[src/rtl/bru_pkg.sv]
// Shared constants and helpers for the branch resolve unit.
//   - RV32 opcode[6:2] values for the control-transfer instructions
//   - BRANCH funct3 encodings
//   - 2-bit saturating counter states used by the optional BHT
//   - bht_next(): saturating counter update
package bru_pkg;

  localparam logic [4:0] OP_BRANCH = 5'b11000;
  localparam logic [4:0] OP_JAL    = 5'b11011;
  localparam logic [4:0] OP_JALR   = 5'b11001;

  localparam logic [2:0] F3_BEQ  = 3'b000;
  localparam logic [2:0] F3_BNE  = 3'b001;
  localparam logic [2:0] F3_BLT  = 3'b100;
  localparam logic [2:0] F3_BGE  = 3'b101;
  localparam logic [2:0] F3_BLTU = 3'b110;
  localparam logic [2:0] F3_BGEU = 3'b111;

  typedef enum logic [1:0] {
    SNT = 2'b00,
    WNT = 2'b01,
    WT  = 2'b10,
    ST  = 2'b11
  } bht_ctr_e;

  // Saturating 2-bit counter step: up on taken, down on not taken.
  function automatic bht_ctr_e bht_next(input bht_ctr_e cur, input logic taken);
    logic [1:0] raw;
    raw = cur;
    if (taken) begin
      return (cur == ST) ? ST : bht_ctr_e'(raw + 2'd1);
    end else begin
      return (cur == SNT) ? SNT : bht_ctr_e'(raw - 2'd1);
    end
  endfunction

endpackage

[src/rtl/bru_bht.sv]
// Branch history table: BHT_DEPTH 2-bit saturating counters.
// Ports:
//   clk_in, rst_in      clock, synchronous active-high reset (entries reset to WNT)
//   lookup_pc_in        fetch-side lookup PC, indexed by pc[log2(BHT_DEPTH)+1:2]
//   upd_en_in           update strobe (resolved conditional branch leaving the unit)
//   upd_pc_in           PC of the branch being retired into the table
//   upd_taken_in        resolved direction of that branch
//   bht_pred_out        MSB of the looked-up counter (combinational read)
// A read and write to the same index in one cycle returns the pre-update value,
// since the read is taken straight from the registered array.
module bru_bht
  import bru_pkg::*;
#(
  parameter int unsigned XLEN      = 32,
  parameter int unsigned BHT_DEPTH = 64
) (
  input  logic            clk_in,
  input  logic            rst_in,
  input  logic [XLEN-1:0] lookup_pc_in,
  input  logic            upd_en_in,
  input  logic [XLEN-1:0] upd_pc_in,
  input  logic            upd_taken_in,
  output logic            bht_pred_out
);

  localparam int unsigned IdxW = $clog2(BHT_DEPTH);

  bht_ctr_e            table_q [BHT_DEPTH];
  logic     [IdxW-1:0] lookup_idx;
  logic     [IdxW-1:0] upd_idx;
  logic     [1:0]      rd_ctr;

  assign lookup_idx = lookup_pc_in[IdxW+1:2];
  assign upd_idx    = upd_pc_in[IdxW+1:2];

  always_ff @(posedge clk_in) begin
    if (rst_in) begin
      for (int unsigned i = 0; i < BHT_DEPTH; i++) begin
        table_q[i] <= WNT;
      end
    end else if (upd_en_in) begin
      table_q[upd_idx] <= bht_next(table_q[upd_idx], upd_taken_in);
    end
  end

  assign rd_ctr       = table_q[lookup_idx];
  assign bht_pred_out = rd_ctr[1];

  // Word-offset and high PC bits do not select an entry.
  logic unused_pc_bits;
  assign unused_pc_bits = ^{lookup_pc_in[XLEN-1:IdxW+2], lookup_pc_in[1:0],
                            upd_pc_in[XLEN-1:IdxW+2], upd_pc_in[1:0]};

endmodule

[src/rtl/branch_resolve_unit.sv]
// Branch resolve unit: pipelined (1-cycle) resolution of conditional branches, JAL
// and JALR with target/link generation, mispredict detection against the front-end
// prediction, and retired-branch / mispredict performance counters.
// Optional feature macro: BRU_BHT_EN adds a 2-bit-counter BHT (bru_bht); without it
// bht_pred_out is tied low and bht_pc_in is ignored.
// Ports:
//   clk_in, rst_in                  clock, synchronous active-high reset
//   valid_in / ready_out            request handshake (ready_out = !valid_out | ready_in)
//   pc_in, rs1_in, rs2_in, imm_in   instruction PC, operands, sign-extended immediate
//   opcode_6_to_2_in, funct3_in     instruction decode fields
//   pred_taken_in, pred_target_in   front-end prediction
//   flush_in                        drop held result and incoming request
//   valid_out / ready_in            result handshake
//   branch_taken_out, target_out    resolved direction and target
//   link_out                        pc+4
//   mispredict_out, redirect_pc_out fetch redirect request and restart PC
//   misaligned_out                  taken target not word aligned (suppresses mispredict)
//   branch_cnt_out                  count of retired conditional branches
//   mispredict_cnt_out              count of retired mispredicts
//   bht_pc_in, bht_pred_out         BHT lookup
module branch_resolve_unit
  import bru_pkg::*;
#(
  parameter int unsigned XLEN      = 32,
  parameter int unsigned CNT_W     = 32,
  parameter int unsigned BHT_DEPTH = 64
) (
  input  logic             clk_in,
  input  logic             rst_in,
  input  logic             valid_in,
  output logic             ready_out,
  input  logic [XLEN-1:0]  pc_in,
  input  logic [XLEN-1:0]  rs1_in,
  input  logic [XLEN-1:0]  rs2_in,
  input  logic [XLEN-1:0]  imm_in,
  input  logic [4:0]       opcode_6_to_2_in,
  input  logic [2:0]       funct3_in,
  input  logic             pred_taken_in,
  input  logic [XLEN-1:0]  pred_target_in,
  input  logic             flush_in,
  output logic             valid_out,
  input  logic             ready_in,
  output logic             branch_taken_out,
  output logic [XLEN-1:0]  target_out,
  output logic [XLEN-1:0]  link_out,
  output logic             mispredict_out,
  output logic [XLEN-1:0]  redirect_pc_out,
  output logic             misaligned_out,
  output logic [CNT_W-1:0] branch_cnt_out,
  output logic [CNT_W-1:0] mispredict_cnt_out,
  input  logic [XLEN-1:0]  bht_pc_in,
  output logic             bht_pred_out
);

  // ---------------------------------------------------------------------------
  // Resolution (combinational, on the incoming request)
  // ---------------------------------------------------------------------------
  logic [XLEN-1:0] pc_plus4;
  logic [XLEN-1:0] pc_plus_imm;
  logic [XLEN-1:0] jalr_sum;
  logic            cmp_eq;
  logic            cmp_lt;
  logic            cmp_ltu;
  logic            cond_taken;
  logic            res_taken;
  logic [XLEN-1:0] res_target;
  logic            res_misaligned;
  logic            res_mispredict;
  logic [XLEN-1:0] res_redirect;
  logic            req_is_branch;

  assign pc_plus4    = pc_in + XLEN'(4);
  assign pc_plus_imm = pc_in + imm_in;
  assign jalr_sum    = rs1_in + imm_in;

  assign cmp_eq  = (rs1_in == rs2_in);
  assign cmp_lt  = ($signed(rs1_in) < $signed(rs2_in));
  assign cmp_ltu = (rs1_in < rs2_in);

  always_comb begin
    cond_taken = 1'b0;
    case (funct3_in)
      F3_BEQ:  cond_taken = cmp_eq;
      F3_BNE:  cond_taken = !cmp_eq;
      F3_BLT:  cond_taken = cmp_lt;
      F3_BGE:  cond_taken = !cmp_lt;
      F3_BLTU: cond_taken = cmp_ltu;
      F3_BGEU: cond_taken = !cmp_ltu;
      default: cond_taken = 1'b0;  // 010/011 are not valid branch conditions
    endcase
  end

  always_comb begin
    res_taken  = 1'b0;
    res_target = pc_plus4;
    case (opcode_6_to_2_in)
      OP_JAL: begin
        res_taken  = 1'b1;
        res_target = pc_plus_imm;
      end
      OP_JALR: begin
        res_taken  = 1'b1;
        res_target = {jalr_sum[XLEN-1:1], 1'b0};
      end
      OP_BRANCH: begin
        res_taken  = cond_taken;
        res_target = pc_plus_imm;
      end
      default: begin
        res_taken  = 1'b0;
        res_target = pc_plus4;
      end
    endcase
  end

  assign req_is_branch  = (opcode_6_to_2_in == OP_BRANCH);
  assign res_misaligned = res_taken && (res_target[1:0] != 2'b00);
  // A misaligned target goes to the trap path, so no fetch redirect is raised.
  assign res_mispredict = ((res_taken != pred_taken_in) ||
                           (res_taken && (res_target != pred_target_in))) && !res_misaligned;
  assign res_redirect   = res_taken ? res_target : pc_plus4;

  // ---------------------------------------------------------------------------
  // Handshake and output register
  // ---------------------------------------------------------------------------
  logic             valid_q;
  logic             taken_q;
  logic [XLEN-1:0]  target_q;
  logic [XLEN-1:0]  link_q;
  logic             mispredict_q;
  logic [XLEN-1:0]  redirect_q;
  logic             misaligned_q;
  logic             is_branch_q;
  logic [CNT_W-1:0] branch_cnt_q;
  logic [CNT_W-1:0] mispredict_cnt_q;
  logic             accept;
  logic             retire;

  assign ready_out = !valid_q || ready_in;
  assign accept    = valid_in && ready_out && !flush_in;
  // A flushed result never counts as retired, even if the consumer takes it.
  assign retire    = valid_q && ready_in && !flush_in;

  always_ff @(posedge clk_in) begin
    if (rst_in) begin
      valid_q      <= 1'b0;
      taken_q      <= 1'b0;
      target_q     <= '0;
      link_q       <= '0;
      mispredict_q <= 1'b0;
      redirect_q   <= '0;
      misaligned_q <= 1'b0;
      is_branch_q  <= 1'b0;
    end else begin
      if (flush_in) begin
        valid_q <= 1'b0;
      end else if (accept) begin
        valid_q <= 1'b1;
      end else if (retire) begin
        valid_q <= 1'b0;
      end
      if (accept) begin
        taken_q      <= res_taken;
        target_q     <= res_target;
        link_q       <= pc_plus4;
        mispredict_q <= res_mispredict;
        redirect_q   <= res_redirect;
        misaligned_q <= res_misaligned;
        is_branch_q  <= req_is_branch;
      end
    end
  end

  always_ff @(posedge clk_in) begin
    if (rst_in) begin
      branch_cnt_q     <= '0;
      mispredict_cnt_q <= '0;
    end else if (retire) begin
      if (is_branch_q) begin
        branch_cnt_q <= branch_cnt_q + CNT_W'(1);
      end
      if (mispredict_q) begin
        mispredict_cnt_q <= mispredict_cnt_q + CNT_W'(1);
      end
    end
  end

  assign valid_out          = valid_q;
  assign branch_taken_out   = taken_q;
  assign target_out         = target_q;
  assign link_out           = link_q;
  assign mispredict_out     = mispredict_q;
  assign redirect_pc_out    = redirect_q;
  assign misaligned_out     = misaligned_q;
  assign branch_cnt_out     = branch_cnt_q;
  assign mispredict_cnt_out = mispredict_cnt_q;

  // ---------------------------------------------------------------------------
  // Optional branch history table
  // ---------------------------------------------------------------------------
`ifdef BRU_BHT_EN
  logic [XLEN-1:0] pc_q;

  always_ff @(posedge clk_in) begin
    if (rst_in) begin
      pc_q <= '0;
    end else if (accept) begin
      pc_q <= pc_in;
    end
  end

  bru_bht #(
    .XLEN      (XLEN),
    .BHT_DEPTH (BHT_DEPTH)
  ) u_bht (
    .clk_in       (clk_in),
    .rst_in       (rst_in),
    .lookup_pc_in (bht_pc_in),
    .upd_en_in    (retire && is_branch_q),
    .upd_pc_in    (pc_q),
    .upd_taken_in (taken_q),
    .bht_pred_out (bht_pred_out)
  );
`else
  assign bht_pred_out = 1'b0;

  logic unused_bht;
  assign unused_bht = ^{bht_pc_in, BHT_DEPTH[0]};
`endif

endmodule

[config.mk]
export PLATFORM = sky130hd
export DESIGN_NAME = branch_resolve_unit
export DESIGN_NICKNAME = d
export VERILOG_FILES = /design/src/rtl/bru_pkg.sv /design/src/rtl/bru_bht.sv /design/src/rtl/branch_resolve_unit.sv
export SDC_FILE = /design/constraint.sdc
export NUM_CORES = 1
export LEC_CHECK = 0
export CAP_MARGIN = 30
export CORE_ASPECT_RATIO = 0.8
export CORE_MARGIN = 5
export CORE_UTILIZATION = 45
export CTS_BUF_LIST = sky130_fd_sc_hd__clkbuf_4
export CTS_CLUSTER_DIAMETER = 150
export CTS_CLUSTER_SIZE = 30
export DETAILED_ROUTE_END_ITERATION = 12
export GPL_TIMING_DRIVEN = 0
export PLACE_DENSITY = 0.79
export SYNTH_ARGS = -nofsm -noshare
export SYNTH_HDL_FRONTEND = slang
export SYNTH_SLANG_ARGS = --single-unit
[constraint.sdc]
create_clock -name clk_in -period 5.6 [get_ports clk_in]
set_input_delay 1.4 -clock clk_in [delete_from_list [all_inputs] [get_ports clk_in]]
set_output_delay 1.4 -clock clk_in [all_outputs]
set_load 0.03 [all_outputs]
# Yosys cells after proc, flatten, opt, wreduce, memory -nomap -nowiden
# Cells that the tools add are included.
[totals]
register_bits = 165
inputBits = 206
[classes]
addsub = 5
n_lt_le_gt_ge = 2
eq_ne = 11
mux = 6
reduce_logical = 23
[ops]
columns = ["operator", "n"]
rows = [
  ["$add A32 B1 Y32 const B", 2],
  ["$add A32 B32 Y32", 2],
  ["$lt A32 B32 Y1", 2],
  ["$pmux W32 S2", 1],
  ["$add A32 B3 Y32 const B", 1],
  ["$eq A32 B32 Y1", 1],
  ["$mux W32", 1],
  ["$ne A32 B32 Y1", 1],
  ["$eq A5 B5 Y1 const B", 3],
  ["$eq A3 B3 Y1 const B", 4],
  ["$logic_and A1 B1 Y1", 7],
  ["$logic_not A1 Y1", 6],
  ["$pmux W1 S6", 1],
  ["$reduce_or A2 Y1", 3],
  ["$reduce_and A2 Y1", 2],
  ["$reduce_bool A2 Y1", 2],
  ["$eq A3 B1 Y1 const B", 1],
  ["$logic_not A3 Y1", 1],
  ["$logic_or A1 B1 Y1", 2],
  ["$mux W1", 2],
  ["$pmux W1 S2", 1],
  ["$ne A1 B1 Y1", 1],
]

# Depth between registers and ports, before layout
[depth]
word_depth = 7
mapped_depth = 15
ltp_nobuf = 15

# Least setup slack after synthesis
# OpenSTA, ideal clock, no wires.
[synth_timing]
path_kind = "input port to flip-flop"
start = "input port pc_in[0]"
end = "register mispredict_q (netlist: mispredict_out)"
setup_time_ns = 0.126
arrival_ns = 4.732
required_time_ns = 5.474
setup_slack_ns = 0.742
stages = 15
cell_sequence = "ha_1 inv_1 fa_1 nand2b_1 a21oi_1 nor2_1 o311ai_1 o2111a_1 o21ai_1 xnor2_1 a221oi_1 o22ai_1 or4_1 a2111oi_4 a21oi_2"
[synth_between]
elab_chain_len = 6
word_cells_on_any_way = 10
classes_between = "add/sub (2); eq/ne (1); mux (1); reduce/logical (6)"
[synth_rtl]
columns = ["item", "line_no", "text"]
rows = [
  ["from (decl)", "branch_resolve_unit.sv:32", "input logic [XLEN-1:0] pc_in,"],
  ["$add A32 B3 Y32 / $add A32 B32 Y32 (equally long branches)", "branch_resolve_unit.sv:72, branch_resolve_unit.sv:73", ""],
  ["$pmux W32 S2 *", "branch_resolve_unit.sv:96", "case (opcode_6_to_2_in)"],
  ["$ne A32 B32 Y1 / $reduce_bool A2 Y1 (equally long branches)", "branch_resolve_unit.sv:120, branch_resolve_unit.sv:117", ""],
  ["$logic_and A1 B1 Y1 (on tied branches)", "branch_resolve_unit.sv:120, branch_resolve_unit.sv:117", ""],
  ["$logic_or A1 B1 Y1 / $logic_not A1 Y1 (equally long branches)", "branch_resolve_unit.sv:119, branch_resolve_unit.sv:120", ""],
  ["$logic_and A1 B1 Y1 *", "branch_resolve_unit.sv:120", "(res_taken && (res_target != pred_target_in))) && !res_misaligned;"],
  ["to (signal assigned)", "branch_resolve_unit.sv:166", "mispredict_q <= res_mispredict;"],
  ["to (decl)", "branch_resolve_unit.sv:130", "logic mispredict_q;"],
]
# Every way passes the cells marked *; elsewhere a longest branch is shown, timed or not.
# A chain may end at the register's enable or synchronous reset.

# Worst setup path in the final report
[layout_timing]
start = "input port opcode_6_to_2_in[4]"
end = "register mispredict_q (netlist: mispredict_out)"
[layout_between]
elab_chain_len = 7
word_cells_on_any_way = 15
classes_between = "eq/ne (5); mux (2); reduce/logical (8)"
[layout_rtl]
columns = ["item", "line_no", "text"]
rows = [
  ["from (decl)", "branch_resolve_unit.sv:36", "input logic [4:0] opcode_6_to_2_in,"],
  ["$eq A5 B5 Y1", "branch_resolve_unit.sv:96", ""],
  ["$reduce_or A2 Y1 (no source line)", "--", ""],
  ["$pmux W32 S2", "branch_resolve_unit.sv:96", ""],
  ["$ne A32 B32 Y1 / $reduce_bool A2 Y1 (equally long branches)", "branch_resolve_unit.sv:120, branch_resolve_unit.sv:117", ""],
  ["$logic_and A1 B1 Y1 (on tied branches)", "branch_resolve_unit.sv:120, branch_resolve_unit.sv:117", ""],
  ["$logic_or A1 B1 Y1 / $logic_not A1 Y1 (equally long branches)", "branch_resolve_unit.sv:119, branch_resolve_unit.sv:120", ""],
  ["$logic_and A1 B1 Y1 *", "branch_resolve_unit.sv:120", ""],
]
# Marked as above.

==> summary.md <==
| Metric | Value |
|---|---|
| Initial core utilization | `45.7%` |
| Ys Warns | `0` |
| Power, Total | `0.00318 W` |
| Sequential power share | `39.4%` |
| Clock power frac | `22.2%` |
| RSZ-0062 raised after global routing | `no` |
| Worst Hold Class | `reg -> reg` |
| CTS H-Tree Depth | `4` |
| Nets | `2375` |
| # rows | `55` |
| Max IR drop VDD | `149 µV` |
| Syn nets | `2019` |
| Maximum clock frequency | `178 MHz` |
| Via Count | `14800` |
| NetSw | `0.00125 W` |
| DR WL/cell | `22.4 µm` |
| Fin. Hold Viols | `0` |
| Tmin final | `5.61 ns` |
| Num CTS Buffers | `17` |
| Crit-path cells | `clkdlybuf4s50_1 > nand3b_1 > nor2_1 > clkbuf_1 > clkbuf_1 > o22ai_1 > a21oi_1 > xor2_1 > nand4_1 > a2111o_1 > a2111oi_4 > a21oi_2` |
| Sequential fraction of the synthesis area | `25.6%` |
| Most common cell after layout, fill and taps aside | `clkdlybuf4s50_1` |
| Mean Syn Cell Area | `7.54 µm²` |
| Clock Path Buffers | `2` |
| Final setup viols | `1` |
| DR vias/cell | `6.04` |
| Detailed Routing Iterations Pass 1 | `8` |
| WS Path Type | `in -> reg` |
| Most frequent cells in the layout | `336 x clkdlybuf4s50_1, 223 x nor2_1, 172 x nand2_1` |
| Max FO, Critical Path | `10` |
| CTS Root Cell | `clkbuf_4` |
| Largest net degree at the start of global routing | `17` |
| Internal power | `0.00193 W` |
| Max stage delay cell, worst path | `nor2_1` |
| Vias in the first global route | `13900` |
| P_leak | `6.38 nW` |
| Total die area | `32200 µm²` |
| Switching Fraction | `39.4%` |
| Setup TNS | `-0.00807 ns` |
| Final period utilization | `100%` |
| CTS tree | `done` |
| DRC Markers | `0` |
| Primary FF master, synth | `dfxtp_1` |
| CP delay by family, top | `buffers and inverters` |
| Cell Area, Placed | `16800 µm²` |
| Comb pwr share | `38.4%` |
| Arrival @ worst endpoint | `6.02 ns` |
| Routability Congestion | `0.999` |
| Post-Layout Inst Area | `17100 µm²` |
| Die width | `199 µm` |
| HPWL Detailed | `45600 µm` |
| Ys async rst share | `0%` |
| GRT Overall Usage | `32.5%` |
| Fin worst setup slack | `-0.00807 ns` |
| Max_cap viols | `0` |
| Cells after Synth | `1715` |
| Gr ovfl total | `0` |
| Critical Path Sink Type | `flop` |
| Worst-Skew Late Latency | `0.55 ns` |
| Buffers on Ports | `337` |
| Iteration-0 DRC Markers | `1643` |
| Layout cells sized above 1 | `3.84%` |
| Initial antenna violation count | `3` |
| Unique masters post-synth | `80` |
| Core area | `28300 µm²` |
| Pwr Density | `186 nW/µm²` |
| WP buf/inv | `3` |
| CP max stage delay | `0.80 ns` |
| First-pass GRT wire length | `81900 µm` |
| Violated checks | `setup timing` |
| Area Growth Syn to Fin | `32.4%` |
| Skew final | `0.0262 ns` |
| Number of synthesized flops with an enable pin | `0` |
| Worst-Margin Slew | `1.00 ns` |
| Final ANT Viol Nets | `0` |
| Synthesized area | `12900 µm²` |
| Slew HR | `32.8%` |
| Seq cells post-synth | `165` |
| WP data required | `6.02 ns` |
| Clock sinks | `165` |
| Max-slew violation count | `0` |
| Vert. Die Dim | `162 µm` |
| Status | `finished with violations` |
| # IOs | `372` |
| Post-cts hold buffer count | `0` |
| Final wirelength | `55000 µm` |
| Worst Setup Start Kind | `primary input` |
| Worst-path clk slew | `0.14 ns` |
| CP dominant cell by count | `clkbuf_1` |
## state kept, by name, summed over array words and instances, names as in the netlist
name                count
is_branch_q             1
branch_taken_out        1
mispredict_cnt_out     32
target_out             32
link_out               32
valid_out               1
branch_cnt_out         32
redirect_pc_out        32
mispredict_out          1
misaligned_out          1
## cell type report
type                       count  area (µm²)
tap                          370         463
multi-input combinational   1405        9140
buffer                        88         342
clock buffer                  17         128
clock inverter                15         141
timing repair buffer         337        3380
inverter                      57         214
sequential                   165        3300
fill                        2596       11200
antenna                        2        5.00
## cell families after synthesis
group	count (synthesis)	synth area share, %
xor gates and xnor gates	150	10.2
DFF	165	25.6
adders and majority gates	98	9.60
other	1	0.0290
buffers and inverters	145	4.30
and+or+nand+nor	667	24.6
AOI/OAI and AO/OA	452	22.9
muxes	37	2.90
## tightest hold or removal path: cells and delay by family, from the launching register on
kind	cells	cell delay, ns
flops	1	0.34
simple gates	1	0.05
compound gates	1	0.05
## cell usage after synthesis (44+ instances only)
cell      number  area share, %
o21ai_0       78            3.0
nor2_1       223            6.5
inv_1         57            1.7
nand3_1       55            2.1
nand2_1      172            5.0
nand4_1       47            2.3
dfxtp_1      165             26
nor3_1        44            1.7
xnor2_1       67            4.5
a211oi_1      62            3.6
xor2_1        83            5.6
clkbuf_1      74            2.1
a21oi_1      153            5.9
ha_1          96            9.3
## timing repair
| action | CTS | global route |
|---|---|---|
| pin swaps | 0 | 2 |
| resized for setup | 5 | 9 |
| hold endpoints to repair | 0 | 0 |
| setup buffers | 0 | 0 |
| endpoints found under the setup margin | 1 | 2 |
## path summary, 6_finish.rpt
| kind | slack, ns | cells after the start | from | to |
|---|---|---|---|---|
| setup / recovery | -0.008 | 12 | opcode_6_to_2_in[4] | mispredict_out$_SDFFE_PP0P_ |
| hold / removal | 0.46 | 2 | redirect_pc_out[29]$_SDFFE_PP0P_ | redirect_pc_out[29]$_SDFFE_PP0P_ |
| setup reg to reg | 2.28 | 13 | valid_out$_SDFFE_PP0P_ | mispredict_out$_SDFFE_PP0P_ |
| hold reg to reg | 0.46 | 2 | redirect_pc_out[29]$_SDFFE_PP0P_ | redirect_pc_out[29]$_SDFFE_PP0P_ |
## power by group through the flow
stage / Combinational [W] / Clock [W] / Sequential (W)
floorplan: 0.000603 / 0 / 0.00135
global route: 0.00130 / 0.000763 / 0.00126
CTS: 0.00119 / 0.000701 / 0.00125
detailed placement: 0.00117 / 0 / 0.00128
finish: 0.00122 / 0.000706 / 0.00125
global placement: 0.00116 / 0 / 0.00128
## metal layers
layer	part of all wire [%]	GRT usage [%]	vias up
met3	12	9.95	98
met4	2.8	8.33	2
li1	-	-	6920
met1	43	46.4	6959
met5	0.031	0	-
met2	42	47.6	866
## per-stage QoR
stage / hold slack [ns] / worst slack, ns / util [%] / std cells
floorplan: 0.446 / 0.742 / - / 1715
global placement: 0.443 / -0.876 / 59.3 / 2422
detailed placement: 0.446 / -0.893 / 59.3 / 2422
CTS: 0.465 / 0.000805 / 60.3 / 2454
global route: 0.485 / 0.0125 / 60.5 / 2456
finish: 0.463 / -0.00807 / 60.5 / 2456
Note: power is estimated with default switching activity, not from simulation.
